==> src/rtl/fsmc_bus_master.sv <==
// fsmc_bus_master: FSMC mode-1 async-SRAM bus initiator with fixed, parameterised strobe timing
module fsmc_bus_master #(
  parameter int ADRW   = 2,
  parameter int DATW   = 3,
  parameter int ADDSET = 2,
  parameter int DATAST = 8,
  parameter int HOLD   = 2,
  parameter int GAP    = 2,
  parameter int CW     = 4
) (
  input  logic            clk,
  input  logic            nrst,
  input  logic            req,
  input  logic            we,
  input  logic [ADRW-1:0] adr,
  input  logic [DATW-1:0] wdata,
  output logic            busy,
  output logic            done,
  output logic [DATW-1:0] rdata,
  output logic            bNE,
  output logic            bNOE,
  output logic            bNWE,
  output logic [ADRW-1:0] bA,
  output logic [DATW-1:0] bD_out,
  output logic            bD_oe,
  input  logic [DATW-1:0] bD_in
);
  typedef enum logic [2:0] {S_IDLE, S_ADDR, S_DATA, S_HOLD, S_GAP} state_t;
  state_t          state_q, state_d;
  logic [CW-1:0]   cnt_q, cnt_d;
  logic            we_q, we_d, busy_q, busy_d, done_q, done_d;
  logic            bne_q, bne_d, bnoe_q, bnoe_d, bnwe_q, bnwe_d, bdoe_q, bdoe_d;
  logic [ADRW-1:0] ba_q, ba_d;
  logic [DATW-1:0] bdo_q, bdo_d, rdata_q, rdata_d;
  logic            last;
  assign last   = cnt_q == '0;
  assign busy   = busy_q;
  assign done   = done_q;
  assign rdata  = rdata_q;
  assign bNE    = bne_q;
  assign bNOE   = bnoe_q;
  assign bNWE   = bnwe_q;
  assign bA     = ba_q;
  assign bD_out = bdo_q;
  assign bD_oe  = bdoe_q;
  // phase sequencing; the end of GAP doubles as an IDLE edge so held req gives exactly GAP idle cycles
  always_comb begin
    state_d = state_q;
    cnt_d   = last ? cnt_q : cnt_q - CW'(1);
    we_d    = we_q;
    busy_d  = busy_q;
    done_d  = 1'b0;
    bne_d   = bne_q;
    bnoe_d  = bnoe_q;
    bnwe_d  = bnwe_q;
    bdoe_d  = bdoe_q;
    ba_d    = ba_q;
    bdo_d   = bdo_q;
    rdata_d = rdata_q;
    case (state_q)
      S_ADDR: if (last) begin
        state_d = S_DATA;
        cnt_d   = CW'(DATAST - 1);
        bnwe_d  = !we_q;
        bnoe_d  = we_q;
      end
      S_DATA: if (last) begin
        state_d = S_HOLD;
        cnt_d   = CW'(HOLD - 1);
        bnwe_d  = 1'b1;
        bnoe_d  = 1'b1;
        rdata_d = we_q ? rdata_q : bD_in;
      end
      S_HOLD: if (last) begin
        state_d = S_GAP;
        cnt_d   = CW'(GAP - 1);
        bne_d   = 1'b1;
        bdoe_d  = 1'b0;
        done_d  = 1'b1;
      end
      S_GAP: if (last) begin
        state_d = S_IDLE;
        busy_d  = 1'b0;
      end
      default: ;
    endcase
    if (req && (state_q == S_IDLE || (state_q == S_GAP && last))) begin
      state_d = S_ADDR;
      cnt_d   = CW'(ADDSET - 1);
      we_d    = we;
      busy_d  = 1'b1;
      bne_d   = 1'b0;
      ba_d    = adr;
      bdo_d   = we ? wdata : bdo_q;
      bdoe_d  = we;
    end
  end
  // all bus pins and status come straight from flops; reset drops any transaction at once
  always_ff @(posedge clk or negedge nrst) begin
    if (!nrst) begin
      state_q <= S_IDLE;
      cnt_q   <= '0;
      we_q    <= 1'b0;
      busy_q  <= 1'b0;
      done_q  <= 1'b0;
      bne_q   <= 1'b1;
      bnoe_q  <= 1'b1;
      bnwe_q  <= 1'b1;
      bdoe_q  <= 1'b0;
      ba_q    <= '0;
      bdo_q   <= '0;
      rdata_q <= '0;
    end else begin
      state_q <= state_d;
      cnt_q   <= cnt_d;
      we_q    <= we_d;
      busy_q  <= busy_d;
      done_q  <= done_d;
      bne_q   <= bne_d;
      bnoe_q  <= bnoe_d;
      bnwe_q  <= bnwe_d;
      bdoe_q  <= bdoe_d;
      ba_q    <= ba_d;
      bdo_q   <= bdo_d;
      rdata_q <= rdata_d;
    end
  end
endmodule

==> config.mk <==
export PLATFORM = sky130hd
export DESIGN_NAME = fsmc_bus_master
export DESIGN_NICKNAME = d
export VERILOG_FILES = /design/src/rtl/fsmc_bus_master.sv
export SDC_FILE = /design/constraint.sdc
export NUM_CORES = 1
export LEC_CHECK = 0
export BUFFER_PORTS_ARGS = -buffer_cell sky130_fd_sc_hd__buf_4
export CORE_MARGIN = 2
export CORE_UTILIZATION = 51
export CTS_CLUSTER_SIZE = 16
export DETAILED_ROUTE_END_ITERATION = 12
export PLACE_DENSITY = 0.86
export RECOVER_POWER = 25
export SYNTH_ARGS = -nofsm -noshare
export SYNTH_HDL_FRONTEND = slang
export SYNTH_SLANG_ARGS = --single-unit
==> constraint.sdc <==
create_clock -name clk -period 2.55 [get_ports clk]
set_input_delay 0.1275 -clock clk [delete_from_list [all_inputs] [get_ports clk]]
set_output_delay 0.1275 -clock clk [all_outputs]
set_load 0.005 [all_outputs]
==> summary.md, run 1 <==
| Metric | Value |
|---|---|
| Port bufs | 25 |
| Placed wire-length estimate | 1.59 mm |
| Die width | 49.3 microns |
| Gpl congestion | 0.788 |
| DR vias | 825 |
| #FFs+latches synth | 22 |
| Row cnt | 16 |
| CTS Buf Count | 3 |
| Status | completed |
| Floorplan core area | 1940 sq um |
| Worst-skew pair later-pin latency | 0.32 ns |
| Max-cap viol count | 0 |
| CP required | 2.76 ns |
| Ys async rst share | 100% |
| Final hold viol count | 0 |
| Synth Instances | 92 |
| Vias/cell | 5.57 |
| Pin count of the biggest net entering global routing | 23 |
| Worst setup SP type | flop |
| Max Root-Sink Buffers | 2 |
| Total power | 1.55 mW |
| CP Cell Sequence | or3b_2 -> a211oi_4 -> mux2_2 |
| DR WL/cell | 14.8 microns |
| Yosys top cell area share | 45.5% |
| Root buffer cell | clkbuf_4 |
| Total gr overflow | 0 |
| Crit Path Class | reg -> reg |
| Distinct cells, synth | 34 |
| Syn-to-layout area delta | 25.6% |
| Ant diodes | 0 |
| CTS tree | done |
| Die Span Y | 49.3 microns |
| Max Clock Skew | 0.00462 ns |
| Nets@finish | 136 |
| Yosys warnings | 0 |
| Static Leak | 0.614 nW |
| Final WL | 2.19 mm |
| Overall Global Routing Usage | 21.3% |
| Hold Crit Class | in -> reg |
| Cell taking the most area after synthesis | dfrtp_1 |
| Sequential fraction of the synthesis area | 53.1% |
| Slowest-stage cell, CP | or3b_2 |
| Starting Density | 53.8% |
| I/O pin cnt | 26 |
| Count leader, synth | dfrtp_1 |
| Clk slew on worst S/H paths | 0.12 ns |
| DR pass1 iterations | 4 |
| Post-synthesis net count | 106 |
| Fmax | 0.522 GHz |
| Htree depth | 1 |
| Arrival time of the worst setup path | 2.13 ns |
| Final setup viols | 0 |
| Full die area | 2430 sq um |
| Syn Std Cell Area | 1040 sq um |
| Crit path max fanout | 12 |
| Max-Slew Margin vs Limit | 21.5% |
| CP max stage delay | 0.58 ns |
| Antenna violations before repair | 0 |
| Worst vdd ir | 0.000728 V |
| First-pass GRT wire length | 3.95 mm |
| Tmin final | 1.92 ns |
| Main synth FF type | dfrtp_1 |
| Slew at the pin closest to its max-slew limit | 1.18 ns |
| Post-route clock period utilization | 75.1% |
| Layout cells sized above 1 | 38.0% |
| # DRC | 0 |
| Setup crit end kind | flop |
| First DRT Iteration DRCs | 15 |
| Detail Route Antenna Nets | 0 |
| Num Clock Sinks | 22 |
| Slew Limit Fails | 0 |
| Synth area leaders | dfrtp_1 46%, mux2_2 8.6%, dfstp_2 7.5% |
| P per Cell Area | 1180 nW/um^2 |
| EDFF count, synth | 0 |
| Setup TNS | 0 ns |
| Vias in the first global route | 938 |
| Post CTS Setup Buffer Count | 0 |
| RSZ-0062 raised after global routing | false |
| Synth top cells by count | 19 x dfrtp_1, 8 x mux2_2, 7 x inv_1 |
| Avg Cell Area, Syn | 11.4 sq um |
kinds of logic (layout without fill, tap and decap cells):
kind of cell    Yosys count  count (layout)  synth area share, %
compound gates           23              23                 16.8
xor+xnor                  1               1                0.838
fa+ha+maj                 2               2                 2.39
buf+inv                  11              40                 3.95
flops                    22              22                 53.1
mux                       9               9                 9.58
simple gates             24              24                 13.4
stage by stage:
stage | cells | setup slack [ns] | utilization, % | area, sq um | hold WS [ns]
after detailed placement | 143 | 0.669 | 65.4 | 1270 | 0.0300
final | 148 | 0.634 | 67.6 | 1310 | 0.0339
after global routing | 148 | 0.566 | 67.6 | 1310 | 0.0273
after global placement | 143 | 0.714 | 65.4 | 1270 | 0.0280
after floorplan | 92 | 0.669 | - | 1040 | -0.168
after CTS | 148 | 0.633 | 67.8 | 1320 | 0.0328
state kept, by name, summed over array words and instances, names as in the netlist:
| signal | flops |
|---|---|
| busy | 1 |
| we_q | 1 |
| bD_oe | 1 |
| rdata | 3 |
| bNOE | 1 |
| bNWE | 1 |
| done | 1 |
| bA | 2 |
| bD_out | 3 |
| bNE | 1 |
| cnt_q | 4 |
| state_q | 3 |
routing by layer:
layer	GRT usage (%)	vias up	share of wire, %
met5	0	-	0
met4	11.4	0	2.1
met3	3.99	7	4.9
met2	38.1	29	51
met1	23.7	405	42
li1	-	384	-
worst paths after layout:
check	depth (start not counted)	to	slack [ns]	from
max	3	bD_out[1]	0.63	state_q[0]
min	2	bA[0]	0.03	adr[0]
max reg2reg	3	bD_out[1]	0.63	state_q[0]
min reg2reg	1	bNOE	0.52	bNOE
max in group asynchronous	2	state_q[0]	1.30	nrst
min in group asynchronous	2	cnt_q[1]	0.56	nrst
cell usage in the layout, fill, tap and decap left out, types with 4 or more instances in the layout:
cell type	Yosys	final
o21ai_0	4	4
inv_1	7	7
buf_4	0	26
nand2_1	5	5
dfrtp_1	19	19
mux2_2	8	8
nor2_1	4	4
nor2b_1	4	4
where the power goes:
group	internal [mW]	leakage [nW]	switching [mW]
sequential	0.518	0.263	0.146
combinational	0.389	0.330	0.302
clock	0.0874	0.0210	0.107
worst max-delay path, delay by kind of cell, from the launching register on:
kind / cells / cell delay, ns
flip-flops: 1 / 0.51
AND/OR/NAND/NOR: 1 / 0.58
multiplexers: 1 / 0.37
AO/OA/AOI/OAI: 1 / 0.34
layout make-up:
type | instances | area (sq um)
Clock buffer | 4 | 36.3
Fill cell | 151 | 629
Inverter | 8 | 30.0
Multi-Input combinational cell | 59 | 449
Sequential cell | 22 | 554
Tap cell | 27 | 33.8
Timing Repair Buffer | 28 | 209
what timing repair did:
action / CTS / global route
resized for setup: 0 / 0
endpoints found under the hold margin: 22 / 0
hold buffers: 1 / 0
Note: power is estimated with default switching activity, not from simulation.
==> inputs of run 2 (changes only) <==
==> constraint.sdc (replaced) <==
create_clock -name clk -period 1.9 [get_ports clk]
set_input_delay 0.095 -clock clk [delete_from_list [all_inputs] [get_ports clk]]
set_output_delay 0.095 -clock clk [all_outputs]
set_load 0.005 [all_outputs]
==> summary.md, run 2 (synthesized netlist as in run 1, its figures left out) <==
| Metric | Value |
|---|---|
| Worst setup SP type | flop |
| Largest Register | cnt_q |
| Layout cells sized above 1 | 38.8% |
| # DRC | 0 |
| Final setup viols | 1 |
| Max Clock Skew | 0.000876 ns |
| Worst vdd ir | 0.00128 V |
| Final hold viol count | 0 |
| DR pass1 iterations | 8 |
| Antenna violations before repair | 0 |
| Final core occ | 72.0% |
| Net Switching | 848 uW |
| CP required | 2.12 ns |
| Gpl congestion | 0.777 |
| CTS Buf Count | 3 |
| Htree depth | 1 |
| Fmax | 0.523 GHz |
| First DRT Iteration DRCs | 60 |
| Internal power | 1.40 mW |
| CTS tree | done |
| Dpl cells | 144 |
| Crit Path Class | reg -> reg |
| Clk slew on worst S/H paths | 0.11 ns |
| Nets@finish | 144 |
| Max-Slew Margin vs Limit | 23.0% |
| Pin count of the biggest net entering global routing | 23 |
| DR vias | 921 |
| Sequential power share | 39.3% |
| Commonest non-fill, non-tap cells in the layout | 30 x buf_4, 19 x dfrtp_1, 7 x inv_1 |
| Failing checks | setup timing |
| Combinational share of power | 50.8% |
| Slew at the pin closest to its max-slew limit | 1.15 ns |
| Sw Share | 37.7% |
| Ant diodes | 0 |
| Overall Global Routing Usage | 21.1% |
| Placed wire-length estimate | 1.62 mm |
| Fillers | 135 |
| Setup crit end kind | flop |
| Root buffer cell | clkbuf_4 |
| Die width | 49.3 microns |
| Tmin final | 1.91 ns |
| Starting Density | 53.8% |
| Num Clock Sinks | 22 |
| Die Span Y | 49.3 microns |
| DR WL/cell | 16.8 microns |
| First-pass GRT wire length | 3.78 mm |
| Final setup margin | -0.0112 ns |
| Post-route clock period utilization | 101% |
| Largest register FFs | 4 |
| Vias/cell | 5.90 |
| Status | finished, violations left |
| Slew Limit Fails | 0 |
| Clk pwr share | 9.9% |
| Syn-to-layout area delta | 33.9% |
| Crit path max fanout | 6 |
| Final WL | 2.63 mm |
| Full die area | 2430 sq um |
| Worst-skew pair later-pin latency | 0.32 ns |
| Detail Route Antenna Nets | 0 |
| Static Leak | 0.654 nW |
| Port bufs | 25 |
| Arrival time of the worst setup path | 2.14 ns |
| I/O pin cnt | 26 |
| P per Cell Area | 1610 nW/um^2 |
| Row cnt | 16 |
| Finished Layout Cells | 156 |
| Commonest non-fill, non-tap cell in the layout | buf_4 |
| Floorplan core area | 1940 sq um |
| Vias in the first global route | 819 |
| Hold Crit Class | in -> reg |
| Dpl ws | 0.00544 ns |
| Max-cap viol count | 0 |
| Total gr overflow | 0 |
| Max Root-Sink Buffers | 2 |
[run 2: changes by cell type in the layout (fill, tap and decap cells not counted)]
| cell | previous run | this run |
|---|---|---|
| buf_4 | 26 | 30 |
| clkbuf_8 | 1 | 0 |
| clkbuf_1 | 1 | 2 |
| mux2_4 | 0 | 3 |
| ha_1 | 2 | 1 |
| dlygate4sd3_1 | 1 | 5 |
| inv_2 | 1 | 0 |
| ha_4 | 0 | 1 |
| inv_4 | 0 | 1 |
| mux2_2 | 8 | 5 |
[run 2: power groups by stage]
stage | Clock, mW | Sequential, mW | Combinational (mW)
after floorplan | 0 | 0.850 | 0.594
after global placement | 0 | 0.863 | 0.926
after detailed placement | 0 | 0.885 | 0.967
after CTS | 0.228 | 0.878 | 0.980
after global routing | 0.242 | 0.911 | 1.23
final | 0.222 | 0.885 | 1.14
[run 2: cell type report]
type,instances,area [sq um],area share [%]
well taps,27,33.8,2.42
repair buffers,36,279,19.9
inverters,8,32.5,2.33
flip-flops and latches,22,554,39.6
clock buffers,4,26.3,1.88
multi-input cells,59,473,33.8
[run 2: timing repair]
item / 4_1_cts / 5_1_grt
endpoints found under the setup margin: 3 / 3
pin swaps: 1 / 2
buffers inserted: 0 / 3
resized for setup: 0 / 6
hold endpoints to repair: 25 / 1
hold buffers: 4 / 1
[run 2: worst paths after layout]
path / startpoint / end / slack (ns) / depth (start not counted)
min in group asynchronous: nrst / state_q[0] / 0.52 / 2
min: bD_in[2] / rdata[2] / 0.006 / 2
max: cnt_q[1] / cnt_q[0] / -0.01 / 8
max reg2reg: cnt_q[1] / cnt_q[0] / -0.01 / 8
min reg2reg: bNOE / bNOE / 0.52 / 1
max in group asynchronous: nrst / bD_out[1] / 0.69 / 2
[run 2: per-layer routing]
layer	up-vias	global-route usage, %	share of wire [%]
li1	400	-	-
met1	441	26.8	38
met2	63	34.2	48
met3	17	4.60	9.1
met4	0	10.0	4.3
met5	-	0	0
[run 2: metrics by stage]
stage | instance area [sq um] | total power, mW | hold slack (ns) | setup TNS, ns
detailed placement | 1280 | 1.85 | -0.00147 | 0
global placement | 1280 | 1.79 | -0.00698 | 0
global route | 1400 | 2.38 | 0.00176 | -0.183
floorplan | 1040 | 1.44 | -0.201 | 0
finish | 1400 | 2.25 | 0.00599 | -0.0112
CTS | 1340 | 2.09 | 0.00113 | 0
[run 2: worst max-delay path, cell delays in order (launching register included)]
cell,delay [ns]
dfrtp_1,0.41
inv_1,0.13
ha_4,0.17
nor3b_4,0.24
inv_4,0.09
buf_4,0.15
ha_1,0.30
o22ai_1,0.08
a31oi_1,0.23
